--- src/rtl/sevga_pkg.sv ---
// Shared raster/slot constants and scanout state encoding for the VGA framebuffer path.
package sevga_pkg;

  localparam int unsigned VGA_W     = 640;
  localparam int unsigned VGA_H     = 480;
  localparam int unsigned MAC_W     = 512;
  localparam int unsigned MAC_H     = 342;
  localparam int unsigned MAC_BYTES = 21888;

  localparam int unsigned HC_W   = 10;
  localparam int unsigned VC_W   = 10;
  localparam int unsigned ADDR_W = 15;
  localparam int unsigned SEQ_W  = 3;
  localparam int unsigned BYTE_W = 8;

  localparam logic [SEQ_W-1:0] SEQ_RD_ADDR = 3'd6;
  localparam logic [SEQ_W-1:0] SEQ_RD_DATA = 3'd7;

  typedef enum logic [1:0] {
    WAIT_SYNC = 2'd0,
    IDLE      = 2'd1,
    ADDR      = 2'd2,
    DATA      = 2'd3
  } scan_state_t;

  // 68000 big-endian: the leftmost pixels live in the high byte at the odd address.
  function automatic logic [ADDR_W-1:0] byte_addr(input logic [ADDR_W-1:0] ptr);
    return {ptr[ADDR_W-1:1], ~ptr[0]};
  endfunction

endpackage

--- src/rtl/pix_shifter.sv ---
// 8-bit pixel serializer: loads a fetched byte (or border zeros) once per group, then shifts MSB-first.
module pix_shifter
  import sevga_pkg::*;
(
  input  logic              clk,
  input  logic              rst,
  input  logic              load,
  input  logic [BYTE_W-1:0] data,
  output logic              msb
);

  logic [BYTE_W-1:0] sh;

  always_ff @(posedge clk or posedge rst) begin
    if (rst) begin
      sh <= '0;
    end else if (load) begin
      sh <= data;
    end else begin
      sh <= {sh[BYTE_W-2:0], 1'b0};
    end
  end

  assign msb = sh[BYTE_W-1];

endmodule

--- src/rtl/vram_scanout.sv ---
// Video-side VRAM reader: one byte fetch per 8-pixel group in seq 6-7, serialized to 1 bpp.
// Optional build macro SCANOUT_INVERT_EN inverts pixels inside the image window only.
module vram_scanout
  import sevga_pkg::*;
#(
  parameter int unsigned H_OFFSET = 64,
  parameter int unsigned V_OFFSET = 69,
  parameter int unsigned H_PIXELS = MAC_W,
  parameter int unsigned V_LINES  = MAC_H
) (
  input  logic              pixClock,
  input  logic              Reset,
  input  logic [HC_W-1:0]   hCount,
  input  logic [VC_W-1:0]   vCount,
  input  logic [BYTE_W-1:0] vramDataIn,
  output logic [ADDR_W-1:0] vramAddr,
  output logic              nvramOE,
  output logic              rdSlot,
  output logic              pixOut,
  output logic              frameDone
);

  localparam int unsigned GW        = HC_W + 1;
  localparam int unsigned LAST_BYTE = (H_PIXELS / 8) * V_LINES - 1;

  localparam logic [GW-1:0]     H_LO = GW'(H_OFFSET);
  localparam logic [GW-1:0]     H_HI = GW'(H_OFFSET + H_PIXELS);
  localparam logic [VC_W-1:0]   V_LO = VC_W'(V_OFFSET);
  localparam logic [VC_W-1:0]   V_HI = VC_W'(V_OFFSET + V_LINES);
  localparam logic [ADDR_W-1:0] PTR_LAST = ADDR_W'(LAST_BYTE);
  localparam logic [SEQ_W-1:0]  SEQ_DECIDE = SEQ_RD_ADDR - 3'd1;

  scan_state_t       state, state_d;
  logic [ADDR_W-1:0] fetch_ptr, ptr_d;
  logic [ADDR_W-1:0] addr_d;
  logic              slot_d;
  logic              done_d;

  logic [SEQ_W-1:0]  seq;
  logic [GW-1:0]     g_next;
  logic              fetch_ok;
  logic              fetched;
  logic [BYTE_W-1:0] load_data;

  assign seq = hCount[SEQ_W-1:0];

  // Decided one clock early (seq 5) so the bus outputs are registered exactly over seq 6 and 7.
  assign g_next   = GW'(hCount) + GW'(3);
  assign fetch_ok = (seq == SEQ_DECIDE)
                 && (g_next >= H_LO) && (g_next < H_HI)
                 && (vCount >= V_LO) && (vCount < V_HI);

  always_ff @(posedge pixClock or posedge Reset) begin
    if (Reset) begin
      state     <= WAIT_SYNC;
      fetch_ptr <= '0;
      vramAddr  <= '0;
      rdSlot    <= 1'b0;
      nvramOE   <= 1'b1;
      frameDone <= 1'b0;
    end else begin
      state     <= state_d;
      fetch_ptr <= ptr_d;
      vramAddr  <= addr_d;
      rdSlot    <= slot_d;
      nvramOE   <= ~slot_d;
      frameDone <= done_d;
    end
  end

  always_comb begin
    state_d = state;
    ptr_d   = fetch_ptr;
    addr_d  = vramAddr;
    slot_d  = 1'b0;
    done_d  = 1'b0;
    case (state)
      WAIT_SYNC: begin
        // Stay dark until the frame top so a mid-frame reset never shows a shifted image.
        ptr_d = '0;
        if (vCount < V_LO) begin
          state_d = IDLE;
        end
      end
      IDLE: begin
        if (vCount < V_LO) begin
          ptr_d = '0;
        end
        if (fetch_ok) begin
          state_d = ADDR;
          slot_d  = 1'b1;
          addr_d  = byte_addr(fetch_ptr);
        end
      end
      ADDR: begin
        state_d = DATA;
        slot_d  = 1'b1;
      end
      DATA: begin
        state_d = IDLE;
        if (fetch_ptr == PTR_LAST) begin
          ptr_d  = '0;
          done_d = 1'b1;
        end else begin
          ptr_d = fetch_ptr + ADDR_W'(1);
        end
      end
      default: begin
        state_d = WAIT_SYNC;
      end
    endcase
  end

  assign fetched = (state == DATA);

  // Inverting at load time keeps border groups (loaded with zeros) unaffected.
`ifdef SCANOUT_INVERT_EN
  assign load_data = fetched ? ~vramDataIn : '0;
`else
  assign load_data = fetched ? vramDataIn : '0;
`endif

  pix_shifter u_shifter (
    .clk  (pixClock),
    .rst  (Reset),
    .load (seq == SEQ_RD_DATA),
    .data (load_data),
    .msb  (pixOut)
  );

endmodule

--- config.mk ---
export PLATFORM = sky130hd
export DESIGN_NAME = vram_scanout
export DESIGN_NICKNAME = d
export VERILOG_FILES = /design/src/rtl/sevga_pkg.sv /design/src/rtl/pix_shifter.sv /design/src/rtl/vram_scanout.sv
export SDC_FILE = /design/constraint.sdc
export NUM_CORES = 1
export LEC_CHECK = 0
export CAP_MARGIN = 20
export CORE_MARGIN = 1.5
export CORE_UTILIZATION = 45
export DETAILED_ROUTE_END_ITERATION = 8
export GPL_ROUTABILITY_DRIVEN = 0
export PLACE_DENSITY_LB_ADDON = 0.2
export SYNTH_ARGS = -nofsm -noshare
export SYNTH_HDL_FRONTEND = slang
export SYNTH_SLANG_ARGS = --single-unit
export TNS_END_PERCENT = 5
--- constraint.sdc ---
create_clock -name pixClock -period 4.5 [get_ports pixClock]
set_clock_uncertainty 0.2 [all_clocks]
set_input_delay 1.125 -clock pixClock [delete_from_list [all_inputs] [get_ports pixClock]]
set_output_delay 1.125 -clock pixClock [all_outputs]
set_load 0.03 [all_outputs]
==> results by group, run 1 <==
Drt
  – DRC: 0
  – Post-DR vias/cell: 5.46
  – Drt total wl: 3.97 mm
  – Remaining antenna violation count after routing: 0
  – First-pass DRT Iterations: 4
  – Vias: 1688
  – Per-cell routed wire length: 12.8 um
  – Starting DRT DRC Count: 89

Layout
  – Share of cells above drive strength 1: 10.1%
  – Cell area after layout: 2750 um2
  – Fin nets: 291
  – Final core utilization: 61.5%
  – Area growth from synthesis to layout: 28.3%
  – # diodes: 0

Timing
  – # setup viols final: 0
  – Measured slew at the worst slew-check pin: 0.528 ns
  – Achievable Freq: 314 MHz
  – Final min period: 3.18 ns
  – Setup TNS: 0 ns
  – RSZ-0062 raised after global routing: no
  – Final hold violations: 0
  – Part of the cycle the worst path needs: 70.7%
  – Hold_ws: 0.245 ns
  – Headroom to the max-slew limit: 64.8%
  – Pins over their slew limit: 0

Critical path
  – CP Data Required Time: 4.48 ns
  – Arrival @ worst endpoint: 3.16 ns
  – Worst r2r src: state[0]
  – CP startpoint kind: input pin
  – CP startpoint: vCount[6]
  – Worst path slowest cell: clkdlybuf4s50_1
  – Critical path type: in2reg
  – Largest fanout on the critical path: 10
  – CP endpoint kind: register
  – Worst-path cell chain: clkdlybuf4s50_1 -> o211ai_1 -> nor2b_1 -> o22a_1 -> and3_1 -> buf_4 -> mux2_4
  – Max incr delay on CP: 0.45 ns
  – Top delay family on crit path: buffers and inverters
  – Worst path bufs/invs: 2

Floorplan
  – Vert. Die Dim: 72.0 um
  – Core Rows: 24
  – Die Span X: 72.0 um
  – IO Pins: 49
  – Starting Density: 47.9%
  – Die ar.: 5190 um2
  – CORE AREA: 4470 um2

Yosys
  – YS warnings: 0
  – Synth top area share: 49.0%
  – Syn avg cell area: 10.4 um2
  – Synth top area cells: dfrtp_1 (49%), mux2_4 (4.9%), nand2_1 (4.9%), o21ai_0 (3.5%), o31ai_1 (3.5%)
  – Seq/Total Area, Yosys: 50.3%
  – Post-Syn Area: 2140 um2
  – Seq cells post-synth: 43
  – Syn_nets: 241
  – Synth area leader: dfrtp_1
  – Number of flops mapped to enable cells by yosys: 0
  – Post-synth top cells: dfrtp_1 (42), nand2_1 (28), o21ai_0 (15)
  – Cells after synthesis: 206
  – Main flop type after synthesis: dfrtp_1
  – Count of different cell masters after synthesis: 41
  – Ys async rst share: 100%
  – Count leader, synth: dfrtp_1

Power
  – Maximum VDD drop: 190 uV
  – PD cells: 348 nW/um2
  – Leak: 1.22 nW

Global routing
  – Largest net degree at the start of global routing: 44
  – Global route total overflow: 0
  – Vias in the first global route: 1599
  – Tot GR Track Use: 17.2%
  – Antenna violations before repair: 0
  – First-pass GRT wire length: 7.07 mm

CTS
  – Clock root cell: clkbuf_8
  – Cts repair resizes: 0
  – Clock tree buffer depth: 2
  – H-tree Lvls: 2
  – CTS tree: yes
  – Clk_lat worst skew: 0.29 ns
  – Clock Sinks: 43
  – Post-CTS setup buffers: 0
  – Post-CTS Hold Fix Bufs: 0
  – Clock buffer count from CTS: 5
  – Clock-pin slew on the worst setup and hold paths: 0.08 ns

Place
  – Port-buffer cells: 48
  – Final HPWL DP: 2.89 mm
  – Dpl cell area: 2670 um2

Run status
  – Run status: finished, final reports clean

Min path
  – Hold_sp: u_shifter.sh[4]
  – Hold WC Path Type: reg2reg

Flow run
  – Max Cap Violations: 0
[worst reg2reg max path: stages, from the launching register on]
cell and delay, ns:
dfrtp_1 0.38, inv_1 0.09, ha_1 0.35, nor2_1 0.12, a41oi_1 0.05, buf_4 0.22
or2_1 0.40, o41ai_2 0.34
[power breakdown]
| part | switching (mW) | total [mW] | internal, mW |
|---|---|---|---|
| clock network | 0.127 | 0.235 | 0.108 |
| registers | 0.0214 | 0.438 | 0.417 |
| logic | 0.166 | 0.283 | 0.117 |
[layer usage]
metal / routed length, um / track usage, % / vias to the layer above
met1: 1930 / 22.6 / 796
met4: 40 / 5.03 / 0
met3: 183 / 4.44 / 4
li1: - / - / 842
met2: 1820 / 28.2 / 46
met5: 0 / 0 / -
[final cells by class]
class	count	area (um2)
clock buffers	6	72.6
clock inverters	2	12.5
fillers	404	1720
inverters	8	30.0
multi-input cells	146	982
flip-flops and latches	43	1080
well taps	52	65.1
repair buffers	52	510
[metrics by stage]
step	instances	power [mW]	setup slack, ns
2_1_floorplan	206	0.637	1.83
3_3_place_gp	301	0.728	1.05
3_5_place_dp	301	0.732	1.02
4_1_cts	309	0.967	1.32
5_1_grt	309	1.02	1.16
6_report	309	0.957	1.32
[path summary, 6_finish.rpt]
kind / to / slack [ns] / cells past startpoint
min: u_shifter.sh[5] / 0.24 / 2
min reg2reg: u_shifter.sh[5] / 0.24 / 2
max in group asynchronous: nvramOE / 2.67 / 3
min in group asynchronous: u_shifter.sh[6] / 1.06 / 3
max reg2reg: fetch_ptr[5] / 2.26 / 7
max: vramAddr[5] / 1.32 / 7
[registers in the layout, indices dropped and copies added (netlist names)]
signal and cells:
fetch_ptr 15, rdSlot 1, vramAddr 15, state 2, nvramOE 1, u_shifter.sh 8
frameDone 1
[placed cells by master (no fill, tap or decap), drive strengths merged, types with 2 or more instances in the layout]
cell,instances
o21ai,25
nor2,9
clkbuf,6
clkdlybuf4s50,48
a31oi,3
a21boi,2
nand2,28
inv,8
a21oi,5
nand2b,2
o211ai,2
dfrtp,42
nor2b,3
and3,4
mux2,14
buf,4
o31ai,10
ha,5
nand4,2
o41ai,2
nor3,5
nand3,8
mux2i,3
or2,2
nand4bb,2
[logic make-up (layout without fill, tap and decap cells)]
logic type / Yosys count / in the layout / share of synthesized area (%)
flip-flops: 43 / 43 / 50.3
AO/OA/AOI/OAI: 56 / 56 / 17.0
buffers and inverters: 17 / 68 / 3.91
AND/OR/NAND/NOR: 68 / 68 / 15.9
adder cells (fa/ha/maj): 5 / 5 / 2.92
multiplexers: 17 / 17 / 9.98
Power figures use the tool's default switching activity.
==> inputs of run 2 (changes only) <==
clock period = 2.9 ns   (was 4.5 ns; I/O delays follow)
==> run 2 against run 1 <==
  * Routed wire length rose by 1.8%
  * Combinational power rose by 55%
  * Cell area rose by 0.27%
  * Non-clock buffer count rose by 1
  * Clock-buffer cell count did not move
  * Sequential share of layout area fell by 0.11 points
  * Sequential power rose by 55%
  * Die area did not move
  * Via count fell by 0.83%
  * Critical path depth did not move
  * Highest routed layer unchanged
==> results by group, run 2 (same netlist as run 1, synthesis figures left out) <==
Run status
  – Run status: finished, final reports clean

Layout
  – Final core utilization: 61.6%
  – Non-Filler Instances: 310
  – Multi-input gate area: 982 um2
  – Largest regs: fetch_ptr: 15 flops, vramAddr: 15 flops, u_shifter.sh: 8 flops
  – # fillers: 397
  – # diodes: 0
  – Most used cells in the layout excluding fill and tap cells: clkdlybuf4s50_1 (48), dfrtp_1 (42), nand2_1 (28), o21ai_0 (15)
  – Share of cells above drive strength 1: 10.5%
  – Commonest non-fill, non-tap cell in the layout: clkdlybuf4s50_1
  – Register area: 1080 um2
  – Fin nets: 292
  – Area growth from synthesis to layout: 28.7%

Timing
  – Final min period: 2.47 ns
  – RSZ-0062 raised after global routing: no
  – Fin worst setup slack: 0.430 ns
  – Hold_ws: 0.254 ns
  – Measured slew at the worst slew-check pin: 0.522 ns
  – Final hold violations: 0
  – Headroom to the max-slew limit: 65.2%
  – Pins over their slew limit: 0
  – Achievable Freq: 405 MHz
  – Setup TNS: 0 ns
  – Part of the cycle the worst path needs: 85.2%
  – # setup viols final: 0

Floorplan
  – Die Span X: 72.0 um
  – IO Pins: 49
  – Die ar.: 5190 um2
  – Core Rows: 24
  – CORE AREA: 4470 um2
  – Starting Density: 47.9%
  – Vert. Die Dim: 72.0 um

Place
  – Final HPWL DP: 2.94 mm
  – Port-buffer cells: 48
  – Placed instance count: 302
  – Setup WS pre-CTS: 0.0841 ns

CTS
  – Post-CTS setup buffers: 0
  – Clk_lat worst skew: 0.30 ns
  – Clock buffer count from CTS: 5
  – H-tree Lvls: 2
  – CTS tree: yes
  – Clock Sinks: 43
  – Post-CTS Hold Fix Bufs: 0
  – Clock tree buffer depth: 2
  – Clock-pin slew on the worst setup and hold paths: 0.08 ns
  – Cts repair resizes: 0
  – Clock root cell: clkbuf_8

Critical path
  – Worst path slowest cell: clkdlybuf4s50_1
  – Worst path bufs/invs: 2
  – Worst-path cell chain: clkdlybuf4s50_1 -> o211ai_1 -> nor2b_1 -> o22a_1 -> and3_1 -> buf_4 -> mux2_4
  – CP Data Required Time: 2.88 ns
  – Arrival @ worst endpoint: 2.45 ns
  – Largest fanout on the critical path: 8
  – CP startpoint kind: input pin
  – CP endpoint kind: register
  – Critical path type: in2reg
  – Top delay family on crit path: buffers and inverters
  – Max incr delay on CP: 0.45 ns

Global routing
  – First-pass GRT wire length: 7.16 mm
  – Global route total overflow: 0
  – Tot GR Track Use: 17.8%
  – Antenna violations before repair: 0
  – Vias in the first global route: 1636
  – Largest net degree at the start of global routing: 44

Power
  – Maximum VDD drop: 276 uV
  – Leak: 1.22 nW
  – PD cells: 540 nW/um2

Min path
  – Hold WC Path Type: reg2reg

Drt
  – First-pass DRT Iterations: 4
  – Starting DRT DRC Count: 121
  – Drt total wl: 4.04 mm
  – Per-cell routed wire length: 13.0 um
  – DRC: 0
  – Vias: 1674
  – Post-DR vias/cell: 5.40
  – Remaining antenna violation count after routing: 0

Flow run
  – Max Cap Violations: 0
==> run 2: changes by cell type in the layout (fill, tap and decap cells not counted) <==
cell   previous run  this run
buf_4             4         5
==> run 2: metal layers <==
metal,vias up,GRT usage (%),share of wire [%]
li1,842,-,-
met1,782,23.0,49
met2,44,28.6,45
met3,6,4.86,5.2
met4,0,6.71,1.7
met5,-,0,0
==> run 2: worst register-to-register path: stages, from the launching register on <==
cell	delay [ns]
dfrtp_1	0.42
ha_1	0.21
nand3_1	0.18
o41ai_2	0.45
or2_1	0.41
nand2b_1	0.17
o21ai_1	0.06
==> run 2: path summary, 6_finish.rpt <==
check | depth (start not counted) | start | slack, ns | endpoint
min in group asynchronous | 3 | Reset | 0.66 | u_shifter.sh[7]
min | 2 | u_shifter.sh[1] | 0.25 | u_shifter.sh[2]
max in group asynchronous | 3 | Reset | 1.47 | nvramOE
max | 7 | vCount[6] | 0.43 | vramAddr[8]
min reg2reg | 2 | u_shifter.sh[1] | 0.25 | u_shifter.sh[2]
max reg2reg | 6 | fetch_ptr[0] | 0.68 | fetch_ptr[7]
==> run 2: cell type report <==
class	instances	share of cell area [%]
Sequential cell	43	39.1
Multi-Input combinational cell	146	35.6
Timing Repair Buffer	53	18.8
Clock buffer	6	2.63
Tap cell	52	2.36
Inverter	8	1.09
Clock inverter	2	0.454
==> run 2: where the power goes <==
part / total, mW / internal [mW] / switching (mW)
combinational: 0.438 / 0.182 / 0.256
clock: 0.368 / 0.168 / 0.200
sequential: 0.681 / 0.647 / 0.0348
total: 1.49 / 0.997 / 0.491
==> run 2: per-stage QoR <==
step / total power [mW] / area (um2)
4_1_cts: 1.51 / 2760
3_5_place_dp: 1.14 / 2670
5_1_grt: 1.59 / 2760
3_3_place_gp: 1.13 / 2670
6_report: 1.49 / 2760
2_1_floorplan: 0.988 / 2140
==> inputs of run 3 (changes only) <==
SKIP_LAST_GASP = 1   (was default)
==> results of run 3 <==
Same layout as run 2: the final DEF is identical, and so are final timing and power.
